File: src/rtl/parser_pkg.sv
// Shared definitions for parser-family blocks: flit width, frame codes, FSM states.
package parser_pkg;

  localparam int DATA_W = 134;

  typedef enum logic [1:0] {
    META_END = 2'b00,
    HEAD     = 2'b01,
    TAIL     = 2'b10,
    BODY     = 2'b11
  } frame_code_e;

  typedef enum logic [1:0] {
    IDLE = 2'b00,
    FWD  = 2'b01,
    HOLD = 2'b10
  } parser_state_e;

endpackage

File: src/rtl/rr_pick2.sv
// Two-way round-robin pick: on contention the port other than `last` wins.
module rr_pick2 (
  input  logic [1:0] req,
  input  logic       last,
  output logic [1:0] gnt
);

  always_comb begin
    gnt = 2'b00;
    case (req)
      2'b01:   gnt = 2'b01;
      2'b10:   gnt = 2'b10;
      2'b11:   gnt = last ? 2'b01 : 2'b10;
      default: gnt = 2'b00;
    endcase
  end

endmodule

File: src/rtl/parser_in_arbiter.sv
// Two-port packet arbiter in front of the parser; forwards whole packets with a holdoff gap.
//
// state | meaning
// IDLE  | waiting for a head; non-head flits are accepted and dropped
// FWD   | forwarding the granted port's packet until its tail
// HOLD  | holdoff countdown, then wait for parser_ready
module parser_in_arbiter #(
  parameter int DATA_W  = 134,
  parameter int HOLDOFF = 2,
  parameter int ERR_W   = 8
) (
  input  logic              clk,
  input  logic              reset,
  input  logic              in0_valid,
  input  logic [DATA_W-1:0] in0_data,
  output logic              in0_ready,
  input  logic              in1_valid,
  input  logic [DATA_W-1:0] in1_data,
  output logic              in1_ready,
  input  logic              parser_ready,
  output logic              out_valid,
  output logic [DATA_W-1:0] out_data,
  output logic [15:0]       pkt_cnt0,
  output logic [15:0]       pkt_cnt1,
  output logic [ERR_W-1:0]  gap_err_cnt,
  output logic [ERR_W-1:0]  frame_err_cnt
);
  import parser_pkg::*;

  localparam int HW = (HOLDOFF < 1) ? 1 : $clog2(HOLDOFF + 1);

  parser_state_e     state_q;
  logic              last_grant;
  logic              grant_port;
  logic [HW-1:0]     hold_cnt;

  logic [1:0]        code0, code1, sel_code;
  logic              elig0, elig1, drop0, drop1;
  logic [1:0]        gnt;
  logic              sel_valid;
  logic [DATA_W-1:0] sel_data;
  logic [1:0]        frame_inc;
  logic              gap_inc;
  logic [ERR_W:0]    frame_sum, gap_sum;

  assign code0     = in0_data[DATA_W-1 -: 2];
  assign code1     = in1_data[DATA_W-1 -: 2];
  assign elig0     = parser_ready && in0_valid && (code0 == HEAD);
  assign elig1     = parser_ready && in1_valid && (code1 == HEAD);
  assign drop0     = in0_valid && (code0 != HEAD);
  assign drop1     = in1_valid && (code1 != HEAD);
  assign sel_valid = grant_port ? in1_valid : in0_valid;
  assign sel_data  = grant_port ? in1_data : in0_data;
  assign sel_code  = grant_port ? code1 : code0;

  rr_pick2 u_rr_pick2 (
    .req  ({elig1, elig0}),
    .last (last_grant),
    .gnt  (gnt)
  );

  always_comb begin
    in0_ready = 1'b0;
    in1_ready = 1'b0;
    frame_inc = 2'd0;
    gap_inc   = 1'b0;
    case (state_q)
      IDLE: begin
        in0_ready = gnt[0] | drop0;
        in1_ready = gnt[1] | drop1;
        frame_inc = {1'b0, drop0} + {1'b0, drop1};
      end
      FWD: begin
        in0_ready = ~grant_port;
        in1_ready = grant_port;
        gap_inc   = ~sel_valid;
        frame_inc = {1'b0, sel_valid && (sel_code == HEAD || sel_code == META_END)};
      end
      default: ;
    endcase
  end

  // Error counters stick at all-ones instead of wrapping.
  assign frame_sum = {1'b0, frame_err_cnt} + (ERR_W+1)'(frame_inc);
  assign gap_sum   = {1'b0, gap_err_cnt} + (ERR_W+1)'(gap_inc);

  always_ff @(posedge clk or negedge reset) begin
    if (!reset) begin
      state_q       <= IDLE;
      last_grant    <= 1'b1;
      grant_port    <= 1'b0;
      hold_cnt      <= '0;
      out_valid     <= 1'b0;
      out_data      <= '0;
      pkt_cnt0      <= '0;
      pkt_cnt1      <= '0;
      gap_err_cnt   <= '0;
      frame_err_cnt <= '0;
    end else begin
      out_valid     <= 1'b0;
      frame_err_cnt <= frame_sum[ERR_W] ? '1 : frame_sum[ERR_W-1:0];
      gap_err_cnt   <= gap_sum[ERR_W] ? '1 : gap_sum[ERR_W-1:0];
      case (state_q)
        IDLE: begin
          if (|gnt) begin
            out_valid  <= 1'b1;
            out_data   <= gnt[1] ? in1_data : in0_data;
            grant_port <= gnt[1];
            state_q    <= FWD;
          end
        end
        FWD: begin
          if (sel_valid && (sel_code == BODY || sel_code == TAIL)) begin
            out_valid <= 1'b1;
            out_data  <= sel_data;
          end
          if (sel_valid && sel_code == TAIL) begin
            if (grant_port) pkt_cnt1 <= pkt_cnt1 + 16'd1;
            else            pkt_cnt0 <= pkt_cnt0 + 16'd1;
            last_grant <= grant_port;
            hold_cnt   <= HW'(HOLDOFF);
            state_q    <= HOLD;
          end
        end
        HOLD: begin
          if (hold_cnt != '0)   hold_cnt <= hold_cnt - 1'b1;
          else if (parser_ready) state_q <= IDLE;
        end
        default: state_q <= IDLE;
      endcase
    end
  end

endmodule

File: config.mk
export PLATFORM = sky130hd
export DESIGN_NAME = parser_in_arbiter
export DESIGN_NICKNAME = d
export VERILOG_FILES = /design/src/rtl/parser_pkg.sv /design/src/rtl/rr_pick2.sv /design/src/rtl/parser_in_arbiter.sv
export SDC_FILE = /design/constraint.sdc
export NUM_CORES = 1
export LEC_CHECK = 0
export ABC_CLOCK_PERIOD_IN_PS = 2770
export CORE_AREA = 2 2 176 178
export DETAILED_ROUTE_END_ITERATION = 6
export DIE_AREA = 0 0 178 180
export HOLD_SLACK_MARGIN = 0.05
export PLACE_DENSITY_LB_ADDON = 0.12
export SETUP_SLACK_MARGIN = 0.1
export SYNTH_ARGS = -nofsm -noshare
export SYNTH_HDL_FRONTEND = slang
export SYNTH_HIERARCHICAL = 1
export SYNTH_SLANG_ARGS = --single-unit
File: constraint.sdc
create_clock -name clk -period 2.77 [get_ports clk]
set_input_delay 0.554 -clock clk [delete_from_list [all_inputs] [get_ports clk]]
set_output_delay 0.554 -clock clk [all_outputs]
set_load 0.02 [all_outputs]
== Yosys cells after proc, flatten, opt, wreduce, memory -nomap -nowiden ==
Index checks and enable logic that the tools add are counted.

* Add/sub/neg operators: 6
* Equal/unequal tests: 18
* Multiplexer cells: 25
* Bitwise operators: 4
* Reduce and logical (&&, ||, !) cells: 24

{| class="wikitable"
|+ Operators with widths
! operator !! count
|-
| 134-bit two-way mux || 4
|-
| 134-bit one-hot mux with 2 select lines || 1
|-
| 16-bit by 1-bit adder with 16-bit output (second input constant) || 2
|-
| 8-bit two-way mux || 2
|-
| 2-bit two-way mux || 7
|-
| 2-bit inequality test (second input constant) || 6
|-
| 2-bit one-hot mux with 3 select lines || 2
|-
| 3-bit AND reduction || 4
|-
| 2-bit by 1-bit == test with 1-bit output (second input constant) || 5
|-
| 2-bit == test (second input constant) || 5
|-
| 8-bit by 1-bit adder with 9-bit output || 1
|-
| 8-bit by 2-bit adder with 9-bit output || 1
|-
| 1-bit logical AND || 9
|-
| 2-bit one-hot mux with 2 select lines || 2
|-
| 1-bit one-hot mux with 2 select lines || 3
|-
| 2-bit nonzero test || 3
|-
| 2-bit logical NOT || 2
|-
| 1-bit two-way mux || 4
|-
| 2-bit by 1-bit inequality test with 1-bit output (second input constant) || 2
|-
| 2-bit AND reduction || 2
|-
| 4-bit AND reduction || 1
|-
| 1-bit by 1-bit adder with 2-bit output || 1
|-
| 1-bit logical OR || 2
|-
| 1-bit NOT || 2
|-
| other kinds (3) || 4
|}

* Register bits after elaboration: 189
* Input bits: 273
* Output and inout port bits: 185
* Word-level logic and storage cells: 87

== Depth between registers and ports, before layout ==
Gate-level depths: netlist of run 1.

* Depth in word-level cells: 7
* Depth in mapped cells: 11
* Depth with buffers taken out: 11

== Cells and area by module ==
The synthesis of run 1 kept the hierarchy.

{| class="wikitable"
|+ Modules (own cells, without submodules)
! module !! instances !! cells each !! area each (um^2) !! seq. area each (um^2)
|-
| parser_in_arbiter || 1 || 841 || 8,866.0 || 4,730.8
|-
| rr_pick2 || 1 || 3 || 18.8 || 0.0
|}

== Least setup slack after synthesis of run 1 ==
No wires, ideal clock.

* Kind: in2reg
* Start: input port in1_data[133]
* End: register frame_err_cnt[4]
* Setup time: 83 ps
* Data arrival time: 2,536 ps
* Required time: 2,687 ps
* Path slack: 151 ps
* Stages on the path: 11
* Path buffers: 0
* Cell sequence: inv_1 -> a21boi_0 -> ha_1 -> nor2_1 -> a211oi_1 -> ha_1 -> inv_1 -> fa_1 -> nor3_1 -> nand4_1 -> o21ai_0

* Cells in the longest elaborated chain, start to end: 7
* Elaborated cells between the ends (all ways): 11
* Classes of those cells: add/sub (2); eq/ne (2); mux (3); reduce/logical (4)

{| class="wikitable"
|+ RTL lines
! item !! RTL line !! RTL
|-
| from (decl) || parser_in_arbiter.sv:18 || <nowiki>input logic [DATA_W-1:0] in1_data,</nowiki>
|-
| 2-bit two-way mux || parser_in_arbiter.sv:54 || <nowiki>assign sel_code = grant_port ? code1 : code0;</nowiki>
|-
| 2-bit by 1-bit == test with 1-bit output / 2-bit logical NOT (equally long branches) || parser_in_arbiter.sv:77 || <nowiki>frame_inc = {1'b0, sel_valid && (sel_code == HEAD || sel_code == META_END)};</nowiki>
|-
| 1-bit logical OR || parser_in_arbiter.sv:77 ||
|-
| 1-bit logical AND || parser_in_arbiter.sv:77 ||
|-
| 2-bit one-hot mux with 2 select lines * || parser_in_arbiter.sv:67 || <nowiki>case (state_q)</nowiki>
|-
| 8-bit by 2-bit adder with 9-bit output * || parser_in_arbiter.sv:84 || <nowiki>assign frame_sum = {1'b0, frame_err_cnt} + (ERR_W+1)'(frame_inc);</nowiki>
|-
| 8-bit two-way mux * || parser_in_arbiter.sv:101 || <nowiki>frame_err_cnt <= frame_sum[ERR_W] ? '1 : frame_sum[ERR_W-1:0];</nowiki>
|-
| to (signal assigned) || parser_in_arbiter.sv:101 ||
|-
| to (decl) || parser_in_arbiter.sv:26 || <nowiki>output logic [ERR_W-1:0] frame_err_cnt</nowiki>
|}

Mark *: on every way between the ends. The rest lies on a longest branch, timed or not.
A chain may end at the register's enable or synchronous reset.

== Final worst setup path of run 1 ==
* Start: input port in0_data[132]
* End: output port in0_ready

* Cells in the longest elaborated chain, start to end: 6
* Elaborated cells between the ends (all ways): 10
* Classes of those cells: eq/ne (5); mux (2); bitwise (1); reduce/logical (2)

{| class="wikitable"
|+ RTL lines
! item !! RTL line !! RTL
|-
| from (decl) || parser_in_arbiter.sv:15 || <nowiki>input logic [DATA_W-1:0] in0_data,</nowiki>
|-
| 2-bit by 1-bit == test with 1-bit output * || parser_in_arbiter.sv:48 || <nowiki>assign elig0 = parser_ready && in0_valid && (code0 == HEAD);</nowiki>
|-
| 1-bit logical AND * || parser_in_arbiter.sv:48 ||
|-
| via elig0 || parser_in_arbiter.sv:38 || <nowiki>logic elig0, elig1, drop0, drop1;</nowiki>
|-
| 2-bit == test / 2-bit by 1-bit == test with 1-bit output (equally long branches) || rr_pick2.sv:10 || <nowiki>case (req)</nowiki>
|-
| 2-bit one-hot mux with 3 select lines * || rr_pick2.sv:10 ||
|-
| via gnt[0] || parser_in_arbiter.sv:39 || <nowiki>logic [1:0] gnt;</nowiki>
|-
| 1-bit bitwise OR * || parser_in_arbiter.sv:69 || <nowiki>in0_ready = gnt[0] | drop0;</nowiki>
|-
| 1-bit one-hot mux with 2 select lines * || parser_in_arbiter.sv:67 ||
|-
| to (decl) || parser_in_arbiter.sv:16 || <nowiki>output logic in0_ready,</nowiki>
|}

Mark *: on every way through the listed nets, which the timed path passes. The rest lies on a longest branch.

==> impl_metrics.env, run 1 <==
export IMPL_status="finished clean"
export IMPL_grt_pass1_wl_mm=45.6
export IMPL_grt_max_degree=76
export IMPL_core_rowCount=64
export IMPL_dpl_hpwl_mm=24.2
export IMPL_cts_made_buffers=17
export IMPL_die_y_um=180
export IMPL_drive_above_1_share_pct=9.50
export IMPL_finalSetupViolCount=0
export IMPL_fin_hold_ws_ns=0.476
export IMPL_synth_compound_area_share_pct=9.36
export IMPL_crit_arrival_ns=1.99
export IMPL_drt_total_wl_mm=30.7
export IMPL_holdPathEnd="pkt_cnt0[15]"
export IMPL_dp_slack_ns=-0.631
export IMPL_clk_pin_slew_ns=0.08
export IMPL_worstSetupStartpointType="input port"
export IMPL_rsz0062_at_grt="yes"
export IMPL_grt_usage_pct=18.7
export IMPL_drtIter0Drc=346
export IMPL_worstReg2RegStart="state_q[0]"
export IMPL_portBuffers=457
export IMPL_crit_type="input port to primary output"
export IMPL_yosys_warnings=6
export IMPL_critPathCaptureType="primary output"
export IMPL_hold_violations=0
export IMPL_setup_ws_ns=0.226
export IMPL_critPathLaunch="in0_data[132]"
export IMPL_synthSimpleGateAreaFrac_pct=12.8
export IMPL_grt_antenna_before_repair=0
export IMPL_overflow=0
export IMPL_stdcell_area_um2=15100
export IMPL_worstReg2RegEnd="out_data[34]"
export IMPL_io_pins=458
export IMPL_slew_violations=0
export IMPL_drcViolationCount=0
export IMPL_fmax_mhz=393
export IMPL_yosys_area_share_adder_pct=1.35
export IMPL_synth_top_family_by_area="multiplexers"
export IMPL_die_w_um=178
export IMPL_yosys_mux_area_fraction_pct=16.1
export IMPL_place_gp_congestion=0.823
export IMPL_via_per_inst=4.51
export IMPL_grt_pass1_vias=7810
export IMPL_worstHoldStart="pkt_cnt0[15]"
export IMPL_initial_core_util_pct=29.4
export IMPL_final_nets=1627
export IMPL_clk_latency_ns=0.43
export IMPL_finalCritPeriodShare_pct=91.9
export IMPL_wl_per_cell_um=17.5
export IMPL_synth_cell_types=45
export IMPL_clockBufferDepth=2
export IMPL_antenna_left=0
export IMPL_fill_cells=2817
export IMPL_cp_required_ns=2.22
export IMPL_synth_cells=844
export IMPL_cts_root_buf="clkbuf_16"
export IMPL_report_power_total_mw=16.2
export IMPL_seq_area_um2=4730
export IMPL_worstHoldPathType="flip-flop to flip-flop"
export IMPL_dieArea_um2=32000
export IMPL_vias=7914
export IMPL_place_area_um2=14500
export IMPL_slew_limit_headroom_pct=68.3
export IMPL_worstMarginPinSlew_ns=0.475
export IMPL_cts_tree="yes"
export IMPL_firstDrtPassIters=4
export IMPL_synth_seq_cells=189
export IMPL_syn_num_nets=1126
export IMPL_multiInputGateArea_um2=3900
export IMPL_vdd_drop_max_v=0.000601
export IMPL_syn_area_um2=8880
export IMPL_period_minus_slack_ns=2.54
export IMPL_core_um2=30200
export IMPL_antenna_cells=0
export IMPL_reg2reg_slack_ns=0.49
export IMPL_seq_area_frac_synth_pct=53.2
export IMPL_cts_sinks=189
export IMPL_fin_skew_ns=0.0153
export IMPL_power_leakage_nw=6.90
export IMPL_syn2layout_area_growth_pct=69.8
export IMPL_synth_xor_area_share_pct=3.65
export IMPL_finish_utilization_pct=50.0
export IMPL_avgSynthCellArea_um2=10.5
export IMPL_htreeDepth=4
export IMPL_max_cap_viol_count=0
export IMPL_p_per_area_nw_per_um2=1070
export IMPL_reg2reg_depth=6
export IMPL_worstPathMaxFanout=7
export IMPL_holdPathStages=1
## logic make-up (layout without fill, tap and decap cells)
| family | count (synthesis) | count (layout) |
|---|---|---|
| multiplexers | 142 | 142 |
| buffers and inverters | 64 | 578 |
| XOR/XNOR | 37 | 37 |
| AO/OA/AOI/OAI | 156 | 156 |
| AND/OR/NAND/NOR | 247 | 247 |
| flip-flops | 189 | 189 |
| adder cells (fa/ha/maj) | 9 | 9 |
## metrics by stage
step	cells	setup TNS, ns
after floorplan	844	0
after global placement	1720	-9.92
after detailed placement	1720	-14.59
after CTS	1754	0
after global routing	1754	0
final	1754	0
## worst max path at each step
| stage | endpoint | slack [ns] |
|---|---|---|
| after CTS | in0_ready | 0.08 |
| after detailed placement | frame_err_cnt[0] | -0.63 |
| after global placement | frame_err_cnt[4] | -0.53 |
| after floorplan | frame_err_cnt[4] | 0.15 |
| after global routing | frame_err_cnt[4] | 0.09 |
| final | in0_ready | 0.23 |
## cells in the mapped netlist, drive strengths merged
cell type | number | area (um^2)
a211o | 1 | 8.76
a211oi | 2 | 15.0
a21boi | 4 | 30.0
a21o | 2 | 15.0
a21oi | 137 | 686
a22o | 1 | 8.76
a22oi | 1 | 7.51
a311oi | 2 | 23.8
a31oi | 3 | 18.8
and2 | 1 | 6.26
and3 | 2 | 12.5
and4 | 7 | 61.3
and4b | 1 | 10.0
buf | 41 | 229
clkbuf | 9 | 33.8
dfrtp | 188 | 4700
dfstp | 1 | 26.3
fa | 1 | 20.0
ha | 8 | 100
inv | 14 | 52.6
mux2 | 5 | 56.3
mux2i | 137 | 1370
nand2 | 34 | 128
nand2b | 5 | 31.3
nand3 | 11 | 55.1
nand3b | 3 | 35.0
nand4 | 9 | 56.3
nand4b | 1 | 8.76
nor2 | 147 | 552
nor2b | 3 | 18.8
nor3 | 15 | 100
nor3b | 2 | 15.0
nor4 | 2 | 12.5
nor4bb | 1 | 10.0
o21ai | 2 | 10.0
o31a | 1 | 8.76
or4 | 3 | 22.5
xnor2 | 16 | 140
xor2 | 21 | 184
## critical path: stages
cell and delay (ns):
clkdlybuf4s50_1 0.50, buf_4 0.15, and4_1 0.21, a21boi_1 0.23, o31a_1 0.16, clkbuf_2 0.18
## state kept, by name, summed over array words and instances, names as in the netlist
register       cells
hold_cnt           2
pkt_cnt0          16
state_q            2
grant_port         1
pkt_cnt1          16
out_valid          1
gap_err_cnt        8
out_data         134
frame_err_cnt      8
last_grant         1
## what timing repair did
item,in CTS,in global routing
hold buffers,1,0
hold endpoints to repair,2,0
setup endpoints to repair,9,16
pin swaps,2,2
setup buffers,1,0
resized for setup,11,9
cloned,0,0
## cell usage in the layout (no fill, tap or decap), types with 4 or more instances in the layout
cell type        count
clkdlybuf4s50_1    454
dfrtp_1            188
nor2_1             147
a21oi_1            137
mux2i_1            136
buf_4               59
nand2_1             34
xor2_1              21
clkbuf_16           17
xnor2_1             16
buf_12              15
inv_1               14
nand3_1             11
nand4_1              9
nor3_1               8
and4_1               7
ha_1                 7
nor3_2               6
clkinv_4             6
mux2_2               5
nand2b_1             4
## routing by layer
layer  up-vias  global-route usage (%)  routed length [um]
met3        17                    5.69                2540
met1      3697                    22.0               12200
met4         0                    3.97                 293
met5         -                       0                   0
li1       3934                       -                   -
met2       266                    33.1               15700
## power by group
group	leakage, nW	switching (mW)	internal [mW]
sequential	2.18	0.709	3.94
clock	0.285	1.19	1.28
combinational	4.43	4.72	4.35
total	6.90	6.63	9.57
## cell type report
type / instances / share of cell area [%]
repair buffers: 532 / 35.3
flip-flops and latches: 189 / 31.4
multi-input cells: 591 / 25.9
well taps: 396 / 3.29
clock buffers: 19 / 2.87
clock inverters: 13 / 0.996
inverters: 14 / 0.348
No activity file was read; power rests on OpenSTA's default activity.
==> run 2: changes to the inputs <==
--- a/config.mk
+++ b/config.mk
@@ -11,6 +11,7 @@
 export DIE_AREA = 0 0 178 180
 export HOLD_SLACK_MARGIN = 0.05
 export PLACE_DENSITY_LB_ADDON = 0.12
+export REMOVE_ABC_BUFFERS = 1
 export SETUP_SLACK_MARGIN = 0.1
 export SYNTH_ARGS = -nofsm -noshare
 export SYNTH_HDL_FRONTEND = slang
==> run 2 against run 1 <==
First-iteration DRC count decreased by 19%. Worst hold slack got worse by 0.36 ns. Fmax down 1.6%. Worst setup slack lost 0.040 ns. Via count increased by 0.54%. Flip-flop and latch count stayed put. Wire length is 5.4% higher. Utilization is essentially flat. Critical endpoint is now out_data[118].
==> impl_metrics.env, run 2 (same netlist as run 1, synthesis figures left out) <==
export IMPL_fmax_mhz=387
export IMPL_tns_ns=0
export IMPL_firstDrtPassIters=4
export IMPL_critPathCaptureType="flip-flop"
export IMPL_drt_total_wl_mm=32.4
export IMPL_clk_latency_ns=0.42
export IMPL_worstHoldPathType="input port to async pin"
export IMPL_clockBufferDepth=2
export IMPL_multiInputGateArea_um2=3910
export IMPL_core_rowCount=64
export IMPL_worstPathMaxFanout=10
export IMPL_grt_max_degree=65
export IMPL_power_leakage_nw=6.90
export IMPL_crit_path_end="out_data[118]"
export IMPL_worstReg2RegEnd="gap_err_cnt[1]"
export IMPL_core_um2=30200
export IMPL_grt_usage_pct=19.8
export IMPL_seq_area_um2=4730
export IMPL_worstMarginPinSlew_ns=0.576
export IMPL_period_minus_slack_ns=2.58
export IMPL_worstReg2RegStart="state_q[0]"
export IMPL_largest_reg_flops=134
export IMPL_antenna_left=0
export IMPL_final_nets=1630
export IMPL_syn2layout_area_growth_pct=69.8
export IMPL_dieArea_um2=32000
export IMPL_clk_pin_slew_ns=0.08
export IMPL_vias=7957
export IMPL_die_w_um=178
export IMPL_cts_sinks=189
export IMPL_grt_antenna_before_repair=1
export IMPL_cp_required_ns=3.08
export IMPL_initial_core_util_pct=29.4
export IMPL_finalCritPeriodShare_pct=93.3
export IMPL_slew_violations=0
export IMPL_dpl_hpwl_mm=25.7
export IMPL_via_per_inst=4.52
export IMPL_finalSetupViolCount=0
export IMPL_cts_root_buf="clkbuf_16"
export IMPL_final_cell_mix="clkdlybuf4s50_1, dfrtp_1, nor2_1, a21oi_1, mux2i_1"
export IMPL_fin_hold_ws_ns=0.116
export IMPL_wl_per_cell_um=18.4
export IMPL_grt_pass1_vias=7899
export IMPL_slew_limit_headroom_pct=61.6
export IMPL_fill_cells=2808
export IMPL_portBuffers=457
export IMPL_crit_arrival_ns=2.89
export IMPL_die_y_um=180
export IMPL_drtIter0Drc=281
export IMPL_cts_made_buffers=17
export IMPL_status="finished clean"
export IMPL_htreeDepth=4
export IMPL_io_pins=458
export IMPL_rsz0062_at_grt="yes"
export IMPL_reg2reg_depth=9
export IMPL_p_per_area_nw_per_um2=1070
export IMPL_hold_buffers=0
export IMPL_drcViolationCount=0
export IMPL_fin_skew_ns=0.0140
export IMPL_drive_above_1_share_pct=10.1
export IMPL_top_register="out_data"
export IMPL_grt_pass1_wl_mm=47.7
export IMPL_final_common_cell="clkdlybuf4s50_1"
export IMPL_vdd_drop_max_v=0.000475
export IMPL_worstSetupStartpointType="input port"
export IMPL_cts_tree="yes"
export IMPL_reg_top3="out_data x134, pkt_cnt0 x16, pkt_cnt1 x16"
export IMPL_crit_type="input port to flip-flop"
export IMPL_critPathLaunch="in0_data[132]"
export IMPL_post_cts_buffers=0
export IMPL_place_gp_congestion=0.813
export IMPL_max_cap_viol_count=0
export IMPL_overflow=0
export IMPL_reg2reg_slack_ns=0.41
export IMPL_hold_violations=0
-- run 2: changes by cell type in the layout (fill, tap and decap cells not counted), moves of 2 or more --
cell	change
buf_12	-4
buf_4	+4
buf_6	+3
diode_2	+3
clkbuf_1	-2
clkbuf_8	+2
clkinv_4	-2
inv_6	+2
-- run 2: cell type report --
class	instances	share of cell area (%)
clock buffer	19	3.00
tap	396	3.28
inverter	14	0.348
clock inverter	13	0.796
sequential	189	31.4
timing repair buffer	535	35.3
multi-input combinational	591	25.9
antenna	3	0.0498
-- run 2: worst max-delay path: stages --
cell             delay (ns)
clkdlybuf4s50_1        0.50
buf_4                  0.15
and4_1                 0.26
a21boi_4               0.08
buf_4                  0.15
mux2i_4                0.26
buf_4                  0.29
mux2i_1                0.39
buf_4                  0.19
a21oi_1                0.06
-- run 2: metal layers --
metal | up-vias | global-route usage (%) | routed length, um
li1 | 3946 | - | -
met2 | 232 | 35.0 | 16600
met3 | 22 | 5.48 | 2340
met4 | 0 | 4.89 | 503
met1 | 3757 | 23.5 | 12900
met5 | - | 0 | 0
-- run 2: how the worst min path moves through the flow --
stage	startpoint	to	slack, ns	depth (start not counted)
floorplan	reset	frame_err_cnt[0]	0.26	0
global placement	pkt_cnt1[15]	pkt_cnt1[15]	0.46	1
detailed placement	pkt_cnt1[15]	pkt_cnt1[15]	0.46	1
CTS	reset	pkt_cnt0[7]	0.12	1
global route	reset	pkt_cnt0[7]	0.13	1
finish	reset	pkt_cnt0[7]	0.12	1
-- run 2: timing repair --
action,CTS,global route
gates resized for setup,11,16
pin swaps,1,4
setup endpoints to repair,9,14
-- run 2: power by group --
| part | internal, mW | total, mW | switching (mW) |
|---|---|---|---|
| registers | 3.94 | 4.63 | 0.694 |
| clock network | 1.24 | 2.44 | 1.20 |
| logic | 4.31 | 9.10 | 4.79 |
-- run 2: per-stage QoR --
| step | power (mW) | util [%] | cell area, um^2 | worst slack [ns] | cells |
|---|---|---|---|---|---|
| floorplan | 8.30 | - | 8620 | -9.14 | 794 |
| global placement | 13.8 | 47.9 | 14500 | -0.468 | 1725 |
| detailed placement | 13.9 | 47.9 | 14500 | -0.553 | 1725 |
| CTS | 16.4 | 49.8 | 15000 | 0.107 | 1757 |
| global route | 17.3 | 50.0 | 15100 | 0.0731 | 1758 |
| finish | 16.2 | 50.0 | 15100 | 0.186 | 1760 |
